==> src/rtl/slt_exec_stage.sv <==
// slt_exec_stage: two-stage valid/ready execute stage for SLT/SLTU/SLTI/SLTIU.
//   S1 registers the operands: A = rs1, B = rs2 or the sign-extended imm12.
//   S2 registers the 1-bit less-than result and rd for writeback.
// Ports:
//   I_CLK, I_RST (async, active-high)
//   issue side     : I_VALID / O_READY, I_RS1, I_RS2, I_IMM12, I_USE_IMM, I_U, I_RD
//   control        : I_FLUSH drops everything in flight at the next edge
//   writeback side : O_WB_VALID / I_WB_READY, O_WB_DATA, O_WB_RD, O_WB_WE
// slt_sltu_32bit: combinational signed/unsigned 32-bit less-than.

module slt_sltu_32bit (
  input  logic [31:0] I_OP_A,
  input  logic [31:0] I_OP_B,
  input  logic        I_U,
  output logic        O_Result
);

  // Unsigned compare, or signed compare on the two's-complement view.
  always_comb begin
    O_Result = 1'b0;
    if (I_U) O_Result = (I_OP_A < I_OP_B);
    else     O_Result = ($signed(I_OP_A) < $signed(I_OP_B));
  end

endmodule

module slt_exec_stage #(
  parameter int unsigned XLEN       = 32,
  parameter int unsigned REG_ADDR_W = 5
) (
  input  logic                  I_CLK,
  input  logic                  I_RST,
  input  logic                  I_VALID,
  output logic                  O_READY,
  input  logic [XLEN-1:0]       I_RS1,
  input  logic [XLEN-1:0]       I_RS2,
  input  logic [11:0]           I_IMM12,
  input  logic                  I_USE_IMM,
  input  logic                  I_U,
  input  logic [REG_ADDR_W-1:0] I_RD,
  input  logic                  I_FLUSH,
  output logic                  O_WB_VALID,
  input  logic                  I_WB_READY,
  output logic [XLEN-1:0]       O_WB_DATA,
  output logic [REG_ADDR_W-1:0] O_WB_RD,
  output logic                  O_WB_WE
);

  localparam int unsigned IMM_W = 12;

  logic                  s1_valid;
  logic [XLEN-1:0]       s1_op_a;
  logic [XLEN-1:0]       s1_op_b;
  logic                  s1_u;
  logic [REG_ADDR_W-1:0] s1_rd;

  logic                  s2_valid;
  logic                  s2_result;
  logic [REG_ADDR_W-1:0] s2_rd;

  logic                  s2_free;
  logic                  s1_adv;
  logic                  accept;
  logic                  cmp_lt;
  logic [XLEN-1:0]       op_b_sel;

  // Handshake: S2 frees when empty or drained; S1 moves when S2 is free.
  assign s2_free  = !s2_valid || I_WB_READY;
  assign s1_adv   = s1_valid && s2_free;
  assign O_READY  = !s1_valid || s2_free;
  assign accept   = I_VALID && O_READY;

  // Immediate is sign-extended before capture, so SLTIU sees e.g. 0xFFF as 0xFFFFFFFF.
  assign op_b_sel = I_USE_IMM ? {{(XLEN-IMM_W){I_IMM12[IMM_W-1]}}, I_IMM12} : I_RS2;

  slt_sltu_32bit u_cmp (
    .I_OP_A   (s1_op_a),
    .I_OP_B   (s1_op_b),
    .I_U      (s1_u),
    .O_Result (cmp_lt)
  );

  // S1: operand registers; flush beats a same-cycle accept.
  always_ff @(posedge I_CLK or posedge I_RST) begin
    if (I_RST) begin
      s1_valid <= 1'b0;
      s1_op_a  <= '0;
      s1_op_b  <= '0;
      s1_u     <= 1'b0;
      s1_rd    <= '0;
    end else begin
      if (I_FLUSH)     s1_valid <= 1'b0;
      else if (accept) s1_valid <= 1'b1;
      else if (s1_adv) s1_valid <= 1'b0;

      if (accept) begin
        s1_op_a <= I_RS1;
        s1_op_b <= op_b_sel;
        s1_u    <= I_U;
        s1_rd   <= I_RD;
      end
    end
  end

  // S2: result register; holds while writeback stalls.
  always_ff @(posedge I_CLK or posedge I_RST) begin
    if (I_RST) begin
      s2_valid  <= 1'b0;
      s2_result <= 1'b0;
      s2_rd     <= '0;
    end else begin
      if (I_FLUSH)                     s2_valid <= 1'b0;
      else if (s1_adv)                 s2_valid <= 1'b1;
      else if (s2_valid && I_WB_READY) s2_valid <= 1'b0;

      if (s1_adv) begin
        s2_result <= cmp_lt;
        s2_rd     <= s1_rd;
      end
    end
  end

  assign O_WB_VALID = s2_valid;
  assign O_WB_DATA  = {(XLEN-1)'(0), s2_result};
  assign O_WB_RD    = s2_rd;
  assign O_WB_WE    = s2_valid && (s2_rd != '0);

endmodule
==> config.mk <==
export PLATFORM = sky130hd
export DESIGN_NAME = slt_exec_stage
export DESIGN_NICKNAME = d
export VERILOG_FILES = /design/src/rtl/slt_exec_stage.sv
export SDC_FILE = /design/constraint.sdc
export NUM_CORES = 1
export LEC_CHECK = 0
export ABC_AREA = 1
export ABC_CLOCK_PERIOD_IN_PS = 3500
export BUFFER_PORTS_ARGS = -buffer_cell sky130_fd_sc_hd__buf_2
export CAP_MARGIN = 10
export CORE_MARGIN = 2
export CORE_UTILIZATION = 29
export CTS_BUF_LIST = sky130_fd_sc_hd__clkbuf_8
export DETAILED_ROUTE_END_ITERATION = 10
export MAX_ROUTING_LAYER = met4
export PLACE_DENSITY = 0.58
export SLEW_MARGIN = 40
export SYNTH_ARGS = -nofsm -noshare
export SYNTH_HDL_FRONTEND = slang
export SYNTH_SLANG_ARGS = --single-unit
==> constraint.sdc <==
create_clock -name I_CLK -period 3.5 [get_ports I_CLK]
set_input_delay 0.35 -clock I_CLK [delete_from_list [all_inputs] [get_ports I_CLK]]
set_output_delay 0.35 -clock I_CLK [all_outputs]
set_load 0.02 [all_outputs]
==> Yosys cells after proc, flatten, opt, wreduce, memory -nomap -nowiden <==
Index checks and enable logic that the tools add are counted.
{ "classes": {"order_cmp": 2, "n_mux": 8, "n_reduce_logical": 11} }
{ "ops": {"columns": ["cell", "n"], "rows": [
  ["less-than comparator 32 bit", 2],
  ["two-way mux 32 bit", 1],
  ["two-way mux 1 bit", 7],
  ["nonzero test 3 bit", 2],
  ["nonzero test 5 bit", 1],
  ["logical AND 1 bit", 4],
  ["zero test 1 bit", 2],
  ["logical OR 1 bit", 2]
]} }
{ "word_totals": {"ff_bits": 78, "output_inout_bits": 40} }

==> Longest topological paths before layout <==
Gate-level depths: netlist of the first run.
{ "logic_depth": {"depth_word": 6, "ltp_mapped": 15, "ltp_nobuf": 15} }

==> Hierarchy <==
From an unflattened synthesis of the first run, not the netlist that was laid out.
{ "unflattened": {"cells_unflattened": 599, "area_unflattened_um2": 4540.6} }
{ "modules_own_cells": {"columns": ["module", "instances", "cells_each", "area_per_inst_um2", "seq_area_each_um2"], "rows": [
  ["slt_exec_stage", 1, 460, 3677.3, 1951.9],
  ["slt_sltu_32bit", 1, 139, 863.3, 0.0]
]} }

==> Least setup slack after synthesis of the first run <==
No wires, ideal clock.
{ "synth_timing": {"path_kind": "register to output", "from": "register s2_rd[1], in the netlist O_WB_RD[1]", "to": "output O_WB_WE", "t_arrival_ns": 1.217, "required_ns": 3.150, "path_slack_ns": 1.933, "path_stages_with_launch": 4, "n_path_buf": 0, "path_cell_list": "dfrtp_1 -> or4_1 -> o21ai_0 -> inv_1"} }
{ "synth_via": {"elab_chain_len": 2} }
{ "synth_rtl": {"columns": ["item", "line_no", "rtl"], "rows": [
  ["start: declaration", "59", "logic [REG_ADDR_W-1:0] s2_rd;"],
  ["start signal: assignment", "118", "s2_rd <= s1_rd;"],
  ["nonzero test 5 bit", "126", "assign O_WB_WE = s2_valid && (s2_rd != '0);"],
  ["logical AND 1 bit", "126", null],
  ["end: declaration", "46", "output logic O_WB_WE"]
]} }
No other way between the ends.

==> Worst setup path after layout of the first run <==
Ends and elaborated chain as after synthesis.

==> results of run 1 <==
-- Yosys cell counts (all sizes together) --
master / number / share of area [%]
nand3: 5 / 0.70
o21a: 1 / 0.17
nand2: 181 / 16
or4: 1 / 0.17
ha: 31 / 9.0
conb: 1 / 0.087
a21oi: 17 / 2.0
nand4: 1 / 0.15
o211ai: 10 / 1.7
nor3: 2 / 0.23
inv: 83 / 7.2
clkbuf: 9 / 0.81
dfrtp: 78 / 45
buf: 45 / 7.9
o21ai: 68 / 7.9
nor2: 9 / 0.78
-- worst max path at each step --
stage,start,to,cells past startpoint
global route,O_WB_VALID$_DFFE_PP0P_,s1_op_b[26]$_DFFE_PP0P_,6
finish,O_WB_RD[1]$_DFFE_PP0P_,O_WB_WE,4
detailed placement,I_WB_READY,s1_op_b[16]$_DFFE_PP0P_,8
CTS,O_WB_VALID$_DFFE_PP0P_,s1_op_b[16]$_DFFE_PP0P_,6
global placement,I_WB_READY,s1_op_b[31]$_DFFE_PP0P_,7
floorplan,I_RST,O_WB_RD[0]$_DFFE_PP0P_,1
-- routing by layer --
metal | vias to the layer above | global-route usage (%) | routed length [microns]
li1 | 1786 | - | -
met1 | 1512 | 17.14 | 4675
met2 | 78 | 20.52 | 4340
met3 | 10 | 2.719 | 410
met4 | 0 | 2.715 | 91
met5 | - | - | 0
-- power groups by stage --
stage / registers (mW) / clock network, mW / logic [mW]
5_1_grt: 1.05 / 0.863 / 0.563
2_1_floorplan: 1.06 / 0 / 0.362
3_3_place_gp: 1.06 / 0 / 0.477
4_1_cts: 1.04 / 0.832 / 0.486
3_5_place_dp: 1.06 / 0 / 0.482
6_report: 1.04 / 0.808 / 0.474
-- placed cells by master (no fill, tap or decap), types with 2 or more instances in the layout --
cell / instances
a21oi_1: 17
inv_1: 82
nor3_1: 2
nand2_1: 180
o21ai_1: 21
buf_4: 3
dfrtp_1: 78
conb_1: 31
nor2_1: 9
nand3_1: 4
ha_1: 31
buf_2: 96
o21ai_0: 47
o211ai_1: 10
clkbuf_8: 10
clkinv_2: 2
bufinv_16: 3
-- stage by stage --
step | util (%) | std cells
detailed placement | 33.06 | 802
CTS | 34.68 | 817
global placement | 33.06 | 802
global route | 34.68 | 817
finish | 34.68 | 817
floorplan | - | 572
-- sequential cells by signal, summed over array words and instances (netlist names) --
signal and flops:
s1_rd 5, s1_u 1, s1_op_b 32, s2_result 1
O_WB_RD 5, s1_op_a 32, s1_valid 1, O_WB_VALID 1
-- cells by family after synthesis --
group	Yosys count
fa+ha+maj	31
compound gates	96
other cells	1
simple gates	199
flops	78
buf+inv	137
-- cell type report --
class	instances	area (sq um)	area share [%]
Tap cell	184	230.2	4.567
Timing Repair Buffer	100	523.0	10.37
Clock buffer	10	137.6	2.730
Multi-Input combinational cell	357	1787	35.44
Clock inverter	5	98.84	1.961
Inverter	83	312.8	6.205
Sequential cell	78	1952	38.72
==> results.sh, run 1 <==
export IMPL_finalSetupViolCount=0
export IMPL_hold_path_class="in -> async"
export IMPL_grt_max_degree=63
export IMPL_crit_chain="or4_1 -> o21ai_0 -> inv_1 -> buf_2"
export IMPL_p_int_mw=1.661
export IMPL_core_sq_um=14530
export IMPL_initial_utilization_pct=29.68
export IMPL_finalHoldWorstSlack_ps=-0.6551
export IMPL_leakage_nw=2.864
export IMPL_clock_latency_ps=340
export IMPL_slew_headroom_pct=56.76
export IMPL_synth_top_family_by_area="simple AND/OR/NAND/NOR gates"
export IMPL_htreeDepth=3
export IMPL_worst_path_largest_cell_delay_ps=550
export IMPL_placed_cell_area_sq_um=4805
export IMPL_layout_drive_gt1_share_pct=18.64
export IMPL_clk_path_buf_depth=2
export IMPL_worstSetupPathType="reg -> out"
export IMPL_r2r_end="s1_op_b[28]$_DFFE_PP0P_"
export IMPL_powerDensity_nw_per_um2=460.8
export IMPL_cts_clk_slew_worst_paths_ps=80
export IMPL_required_ps=3150
export IMPL_grt_overflow_total=0
export IMPL_synthesis_area_sq_um=4314
export IMPL_root_buffer="clkbuf_8"
export IMPL_fp_dieH_microns=126.0
export IMPL_cts_buffers=9
export IMPL_fin_setup_tns_ps=0
export IMPL_vias=3386
export IMPL_synth_fa_ha_area_share_pct=8.991
export IMPL_drt_total_wl_microns=9517
export IMPL_grt_setup_unrepaired="no"
export IMPL_track_usage_pct=12.91
export IMPL_place_congestion=0.7004
export IMPL_p_comb_share_pct=20.4
export IMPL_critPathMaxFanout=3
export IMPL_synth_cell_types=24
export IMPL_crit_buf_inv=2
export IMPL_ant_nets=0
export IMPL_die_w_microns=126.0
export IMPL_first_pass_iters=4
export IMPL_start_kind="flop"
export IMPL_worst_pin_slew_ps=647.6
export IMPL_hpwl_microns=7164
export IMPL_reg2reg_slack_ps=1510
export IMPL_rows=44
export IMPL_p_sw_share_pct=28.51
export IMPL_synth_xor_area_share_pct=0
export IMPL_cp_end_kind="primary output"
export IMPL_cts_tree="built"
export IMPL_slew_violations=0
export IMPL_setup_slack_ps=1500
export IMPL_synth_compound_area_share_pct=11.77
export IMPL_diodes=0
export IMPL_fmax_ghz=0.5001
export IMPL_io_pins=128
export IMPL_power_frac_seq_pct=44.8
export IMPL_antenna_found_initial=0
export IMPL_synthSimpleGateAreaFrac_pct=17.95
export IMPL_fin_crit_sh_pct=57.13
export IMPL_finClkSkew_ps=7.049
export IMPL_drtIter0Drc=169
export IMPL_synth_cells=542
export IMPL_cp_slowest_cell="or4_1"
export IMPL_syn2layout_area_growth_pct=16.85
export IMPL_fin_crit_ps=2000
export IMPL_r2r_start="O_WB_VALID$_DFFE_PP0P_"
export IMPL_nets=748
export IMPL_ff2ff_path_depth=6
export IMPL_post_cts_resized=0
export IMPL_finalHoldViolations=1
export IMPL_cts_sinks=78
export IMPL_avgSynthCellArea_sq_um=7.960
export IMPL_drv_cap=0
export IMPL_dp_slack_ps=1440
export IMPL_post_cts_setup_buffers=0
export IMPL_failed_checks="negative hold slack"
export IMPL_ys_ff_latch=78
export IMPL_ir_drop_mv=0.1762
export IMPL_yosysSeqAreaShare_pct=45.24
export IMPL_n_fill_cell=1592
export IMPL_port_buffers=96
export IMPL_synthMuxAreaShare_pct=0
export IMPL_grt_pass1_vias=3382
export IMPL_switching_power_mw=0.6622
export IMPL_status="complete, but fails checks"
export IMPL_wl_per_cell_microns=11.65
export IMPL_fin_area_sq_um=5041
export IMPL_clkPwrFrac_pct=34.8
export IMPL_via_per_inst=4.144
export IMPL_cp_arrival_ps=1650
export IMPL_dieArea_sq_um=15870
export IMPL_ctsHoldBuffers=0
export IMPL_total_power_mw=2.323
export IMPL_route_detailed_drc=0
export IMPL_grt_pass1_wl_microns=16240
export IMPL_ys_warn_count=0
export IMPL_cp_top_family="simple AND/OR/NAND/NOR gates"
(Power assumes the default switching activity.)
==> run 2: changes to the inputs <==
- ABC_CLOCK_PERIOD_IN_PS: 3500 -> 1900
- clock period: 3.5 -> 1.9 ns (I/O delays scaled with it)
==> run 2 against run 1 <==
Net effect:
- the run now ends clean
- utilization rose by 1.0 points
- critical path depth did not move
- global-route usage rose by 0.31 points
- via count rose by 2.9%
- clock skew barely moved
- register-to-register slack got worse by 1200 ps
- combinational power rose by 92%
- critical endpoint unchanged
- largest cell class unchanged
==> results.sh, run 2 (same netlist as run 1, synthesis figures left out) <==
export IMPL_htreeDepth=3
export IMPL_worst_pin_slew_ps=601.6
export IMPL_grt_max_degree=78
export IMPL_status="complete, no violations"
export IMPL_worstHoldStart="I_RS1[2]"
export IMPL_cts_clk_slew_worst_paths_ps=70
export IMPL_final_common_cell="nand2_1"
export IMPL_nets=766
export IMPL_slew_violations=0
export IMPL_fp_dieH_microns=126.0
export IMPL_dieArea_sq_um=15870
export IMPL_first_pass_iters=4
export IMPL_cts_buffers=9
export IMPL_initial_utilization_pct=29.68
export IMPL_route_detailed_drc=0
export IMPL_cp_arrival_ps=1640
export IMPL_hpwl_microns=7065
export IMPL_cts_sinks=78
export IMPL_reg_largest_list="s1_op_a x32, s1_op_b x32"
export IMPL_finClkSkew_ps=7.364
export IMPL_worst_path_largest_cell_delay_ps=540
export IMPL_required_ps=1710
export IMPL_fin_crit_sh_pct=96.12
export IMPL_wl_per_cell_microns=11.43
export IMPL_track_usage_pct=13.23
export IMPL_leakage_nw=2.933
export IMPL_root_buffer="clkbuf_8"
export IMPL_cp_top_family="simple AND/OR/NAND/NOR gates"
export IMPL_drtIter0Drc=124
export IMPL_placed_cell_area_sq_um=4862
export IMPL_reg2reg_slack_ps=270
export IMPL_crit_chain="or4_4 -> o21ai_1 -> inv_1 -> buf_2"
export IMPL_hold_end="s1_op_a[2]$_DFFE_PP0P_"
export IMPL_die_w_microns=126.0
export IMPL_fin_setup_tns_ps=0
export IMPL_critPathMaxFanout=3
export IMPL_ff2ff_path_depth=11
export IMPL_r2r_end="s2_result$_DFFE_PP0P_"
export IMPL_cp_slowest_cell="or4_4"
export IMPL_port_buffers=96
export IMPL_vias=3483
export IMPL_clock_latency_ps=380
export IMPL_syn2layout_area_growth_pct=20.21
export IMPL_fin_crit_ps=1826
export IMPL_io_pins=128
export IMPL_r2r_start="s1_op_a[5]$_DFFE_PP0P_"
export IMPL_via_per_inst=4.161
export IMPL_ant_nets=0
export IMPL_place_congestion=0.7368
export IMPL_hold_path_class="in -> reg"
export IMPL_total_power_mw=4.003
export IMPL_fmax_ghz=0.5476
export IMPL_grt_pass1_wl_microns=16180
export IMPL_finalSetupViolCount=0
export IMPL_start_kind="flop"
export IMPL_drt_total_wl_microns=9563
export IMPL_min_delay_path_depth=3
export IMPL_rows=44
export IMPL_slew_headroom_pct=59.81
export IMPL_grt_pass1_vias=3396
export IMPL_grt_setup_unrepaired="no"
export IMPL_layout_drive_gt1_share_pct=18.71
export IMPL_core_sq_um=14530
export IMPL_antenna_found_initial=1
export IMPL_layout_common_cells="180 x nand2_1, 96 x buf_2, 85 x inv_1, 78 x dfrtp_1, 46 x o21ai_0"
export IMPL_finalHoldWorstSlack_ps=12.10
export IMPL_worstSetupPathType="reg -> out"
export IMPL_grt_overflow_total=0
export IMPL_fin_cells=837
export IMPL_cts_tree="built"
export IMPL_dp_cells=806
export IMPL_clk_path_buf_depth=2
export IMPL_cp_end_kind="primary output"
export IMPL_powerDensity_nw_per_um2=771.9
export IMPL_drv_cap=0
export IMPL_fin_area_sq_um=5186
export IMPL_ir_drop_mv=0.2971
export IMPL_crit_buf_inv=2
export IMPL_finalHoldViolations=0
==> run 2: changes by cell type in the layout (fill, tap and decap cells not counted), sizes merged <==
cell | previous run | this run
clkinv | 2 | 0
inv | 83 | 86
dlygate4sd3 | 0 | 13
buf | 100 | 105
clkbuf | 10 | 12
bufinv | 3 | 0
diode | 0 | 1
clkinvlp | 0 | 1
==> run 2: worst max path at each step <==
stage | start | end | slack [ps] | cells after the start
after global placement | s1_op_a[5]$_DFFE_PP0P_ | s2_result$_DFFE_PP0P_ | 260 | 11
after global routing | O_WB_RD[0]$_DFFE_PP0P_ | O_WB_WE | 10 | 4
final | O_WB_RD[1]$_DFFE_PP0P_ | O_WB_WE | 70 | 4
after floorplan | s1_op_a[5]$_DFFE_PP0P_ | s2_result$_DFFE_PP0P_ | 440 | 11
after CTS | O_WB_RD[1]$_DFFE_PP0P_ | O_WB_WE | 6 | 4
after detailed placement | s1_op_a[5]$_DFFE_PP0P_ | s2_result$_DFFE_PP0P_ | 260 | 11
==> run 2: area by class of cell <==
| class | instances | area (sq um) |
|---|---|---|
| Fill cell | 1588 | 9348 |
| Sequential cell | 78 | 1952 |
| Multi-Input combinational cell | 357 | 1790 |
| Timing Repair Buffer | 118 | 715.7 |
| Inverter | 83 | 315.3 |
| Tap cell | 184 | 230.2 |
| Clock buffer | 12 | 165.2 |
| Clock inverter | 4 | 15.01 |
| Antenna cell | 1 | 2.502 |
==> run 2: repair_timing <==
action,in CTS,in global routing
hold buffers,13,0
hold endpoints to repair,34,0
pin swaps,0,0
resized for setup,1,1
setup endpoints to repair,1,1
setup buffers,0,1
==> run 2: metrics by stage <==
step / setup WS, ps / utilization [%]
floorplan: 442.4 / -
global placement: 261.2 / 33.45
detailed placement: 257.2 / 33.45
CTS: 5.974 / 35.61
global route: 10.74 / 35.68
finish: 73.74 / 35.68
==> run 2: worst reg2reg max path, stage by stage (launching register included) <==
cell     delay, ps
dfrtp_1        390
ha_1           310
a21oi_1        160
nor2_1          50
nor3_1         120
nand2_1         90
nand2_1         60
nand2_1         80
nand2_1         90
nand3_1         60
nand3_1         80
nand2_1         50
==> run 2: report_power, final <==
part           switching (mW)  total [mW]  internal, mW
registers              0.0851        1.92          1.84
clock network           0.605        1.17         0.564
logic                   0.547       0.910         0.362
==> run 2: per-layer routing <==
metal	up-vias	GRT usage [%]	part of all wire, %
met5	-	-	0
met4	0	5.818	2.2
met3	15	2.931	5.2
met2	84	20.11	44
met1	1546	16.97	49
li1	1838	-	-
==> run 3: changes to the inputs <==
- ABC_CLOCK_PERIOD_IN_PS: 1900 -> 1500
- PLACE_DENSITY: 0.58 -> 0.6
- SKIP_LAST_GASP: not set -> 1
- clock period: 1.9 -> 1.5 ns (I/O delays scaled with it)
==> run 3 against run 2 <==
Net effect:
- the flow now finishes with violations (negative setup slack)
- critical path depth did not move
- setup slack got worse by 300 ps
- design area rose by 12%
- register-to-register slack got worse by 370 ps
- die area did not move
- clock skew fell by 2.2 ps
- first-iteration DRC count rose by 26%
==> results.sh, run 3 (same netlist as run 1, synthesis figures left out) <==
export IMPL_status="complete, but fails checks"
export IMPL_failed_checks="negative setup slack"
export IMPL_hold_path_class="in -> reg"
export IMPL_die_w_microns=126.0
export IMPL_critPathMaxFanout=2
export IMPL_ff2ff_path_depth=9
export IMPL_fp_dieH_microns=126.0
export IMPL_syn2layout_area_growth_pct=34.05
export IMPL_fin_crit_sh_pct=115.2
export IMPL_total_power_mw=5.401
export IMPL_initial_utilization_pct=29.68
export IMPL_crit_chain="or4_4 -> o21ai_2 -> inv_1 -> buf_6"
export IMPL_track_usage_pct=13.63
export IMPL_cts_tree="built"
export IMPL_first_pass_iters=4
export IMPL_cp_end_kind="primary output"
export IMPL_antenna_found_initial=0
export IMPL_root_buffer="clkbuf_8"
export IMPL_worstSetupPathType="reg -> out"
export IMPL_powerDensity_nw_per_um2=934.0
export IMPL_grt_overflow_total=0
export IMPL_wl_per_cell_microns=11.46
export IMPL_hold_end="s1_rd[3]$_DFFE_PP0P_"
export IMPL_required_ps=1350
export IMPL_rows=44
export IMPL_route_detailed_drc=0
export IMPL_min_delay_path_depth=3
export IMPL_drtIter0Drc=156
export IMPL_cts_clk_slew_worst_paths_ps=80
export IMPL_cp_slowest_cell="or4_4"
export IMPL_ir_drop_mv=0.3860
export IMPL_place_congestion=0.7286
export IMPL_worstHoldStart="I_RD[3]"
export IMPL_drv_cap=0
export IMPL_r2r_end="s2_result$_DFFE_PP0P_"
export IMPL_port_buffers=96
export IMPL_worst_path_largest_cell_delay_ps=530
export IMPL_cp_arrival_ps=1580
export IMPL_layout_common_cells="177 x nand2_1, 95 x buf_2, 81 x inv_1, 78 x dfrtp_1, 45 x o21ai_0"
export IMPL_dieArea_sq_um=15870
export IMPL_htreeDepth=3
export IMPL_grt_max_degree=79
export IMPL_layout_drive_gt1_share_pct=24.11
export IMPL_r2r_start="s1_op_a[21]$_DFFE_PP0P_"
export IMPL_vias=3637
export IMPL_cp_top_family="simple AND/OR/NAND/NOR gates"
export IMPL_ant_nets=0
export IMPL_fmax_ghz=0.5786
export IMPL_finalHoldViolations=0
export IMPL_grt_setup_unrepaired="yes"
export IMPL_io_pins=128
export IMPL_final_common_cell="nand2_1"
export IMPL_slew_violations=0
export IMPL_nets=820
export IMPL_reg_largest_list="s1_op_a x32, s1_op_b x32"
export IMPL_drt_total_wl_microns=10190
export IMPL_grt_pass1_wl_microns=16820
export IMPL_start_kind="flop"
export IMPL_fin_crit_ps=1728
export IMPL_finalSetupViolCount=2
export IMPL_setup_slack_ps=-228.3
export IMPL_cts_buffers=9
export IMPL_hpwl_microns=6873
export IMPL_diodes=0
export IMPL_cts_sinks=78
export IMPL_core_sq_um=14530
export IMPL_grt_pass1_vias=3560
export IMPL_reg2reg_slack_ps=-100
export IMPL_finClkSkew_ps=5.206
export IMPL_clk_path_buf_depth=2
export IMPL_leakage_nw=3.187
export IMPL_crit_buf_inv=2
export IMPL_via_per_inst=4.091
export IMPL_fin_setup_tns_ps=-324.6
export IMPL_clock_latency_ps=360
==> run 3: changes by cell type in the layout (fill, tap and decap cells not counted), sizes merged <==
cell	change
clkbuf	+1
buf	+28
diode	-1
dlygate4sd3	+26
inv	-2
==> run 3: worst max path at each step <==
| stage | startpoint | end | slack [ps] | cells past startpoint |
|---|---|---|---|---|
| 2_1_floorplan | s1_op_a[5]$_DFFE_PP0P_ | s2_result$_DFFE_PP0P_ | 40 | 11 |
| 3_3_place_gp | s1_op_a[5]$_DFFE_PP0P_ | s2_result$_DFFE_PP0P_ | -160 | 11 |
| 3_5_place_dp | s1_op_a[5]$_DFFE_PP0P_ | s2_result$_DFFE_PP0P_ | -150 | 11 |
| 4_1_cts | O_WB_RD[2]$_DFFE_PP0P_ | O_WB_WE | -270 | 4 |
| 5_1_grt | O_WB_RD[0]$_DFFE_PP0P_ | O_WB_WE | -290 | 4 |
| 6_report | O_WB_RD[0]$_DFFE_PP0P_ | O_WB_WE | -230 | 4 |
==> run 3: routing by layer <==
layer | track usage [%] | share of wire [%] | vias to the layer above
met4 | 5.818 | 1.9 | 0
li1 | - | - | 1933
met2 | 21.25 | 46 | 71
met1 | 17.62 | 49 | 1620
met5 | - | 0 | -
met3 | 2.209 | 3.1 | 13
==> run 3: area by class of cell <==
class                   instances  area [sq um]
clock buffers                  13         178.9
multi-input cells             357          1894
inverters                      83         315.3
clock inverters                 2         7.507
well taps                     184         230.2
repair buffers                172          1205
fillers                      1489          8751
flip-flops and latches         78          1952
==> run 3: worst register-to-register path, stage by stage (launching register included) <==
cell     delay, ps
dfrtp_1        390
ha_1           310
a21oi_1        150
nor2_1          50
nor2_1         100
nand3_1        110
a21oi_2        160
nand3_1         90
nand3_1         80
nand2_1         50
==> run 3: metrics by stage <==
stage	hold WS [ps]	cells	setup slack [ps]	util, %	cell area (sq um)
global placement	308.6	825	-156.0	34.52	5017
global route	25.80	889	-287.7	39.79	5783
finish	25.51	889	-228.3	39.79	5783
detailed placement	318.0	825	-146.1	34.52	5017
CTS	1.408	883	-268.1	38.85	5647
floorplan	213.1	572	42.37	-	4431
==> run 3: where the power goes <==
part	switching [mW]	internal (mW)
Clock	0.750	0.763
Sequential	0.108	2.33
Combinational	0.789	0.662
==> run 3: timing repair <==
item,4_1_cts,5_1_grt
hold buffers,39,0
gates resized for setup,6,19
gates cloned,0,0
pin swaps,9,15
setup endpoints to repair,2,2
hold endpoints to repair,117,0
buffers inserted,4,6
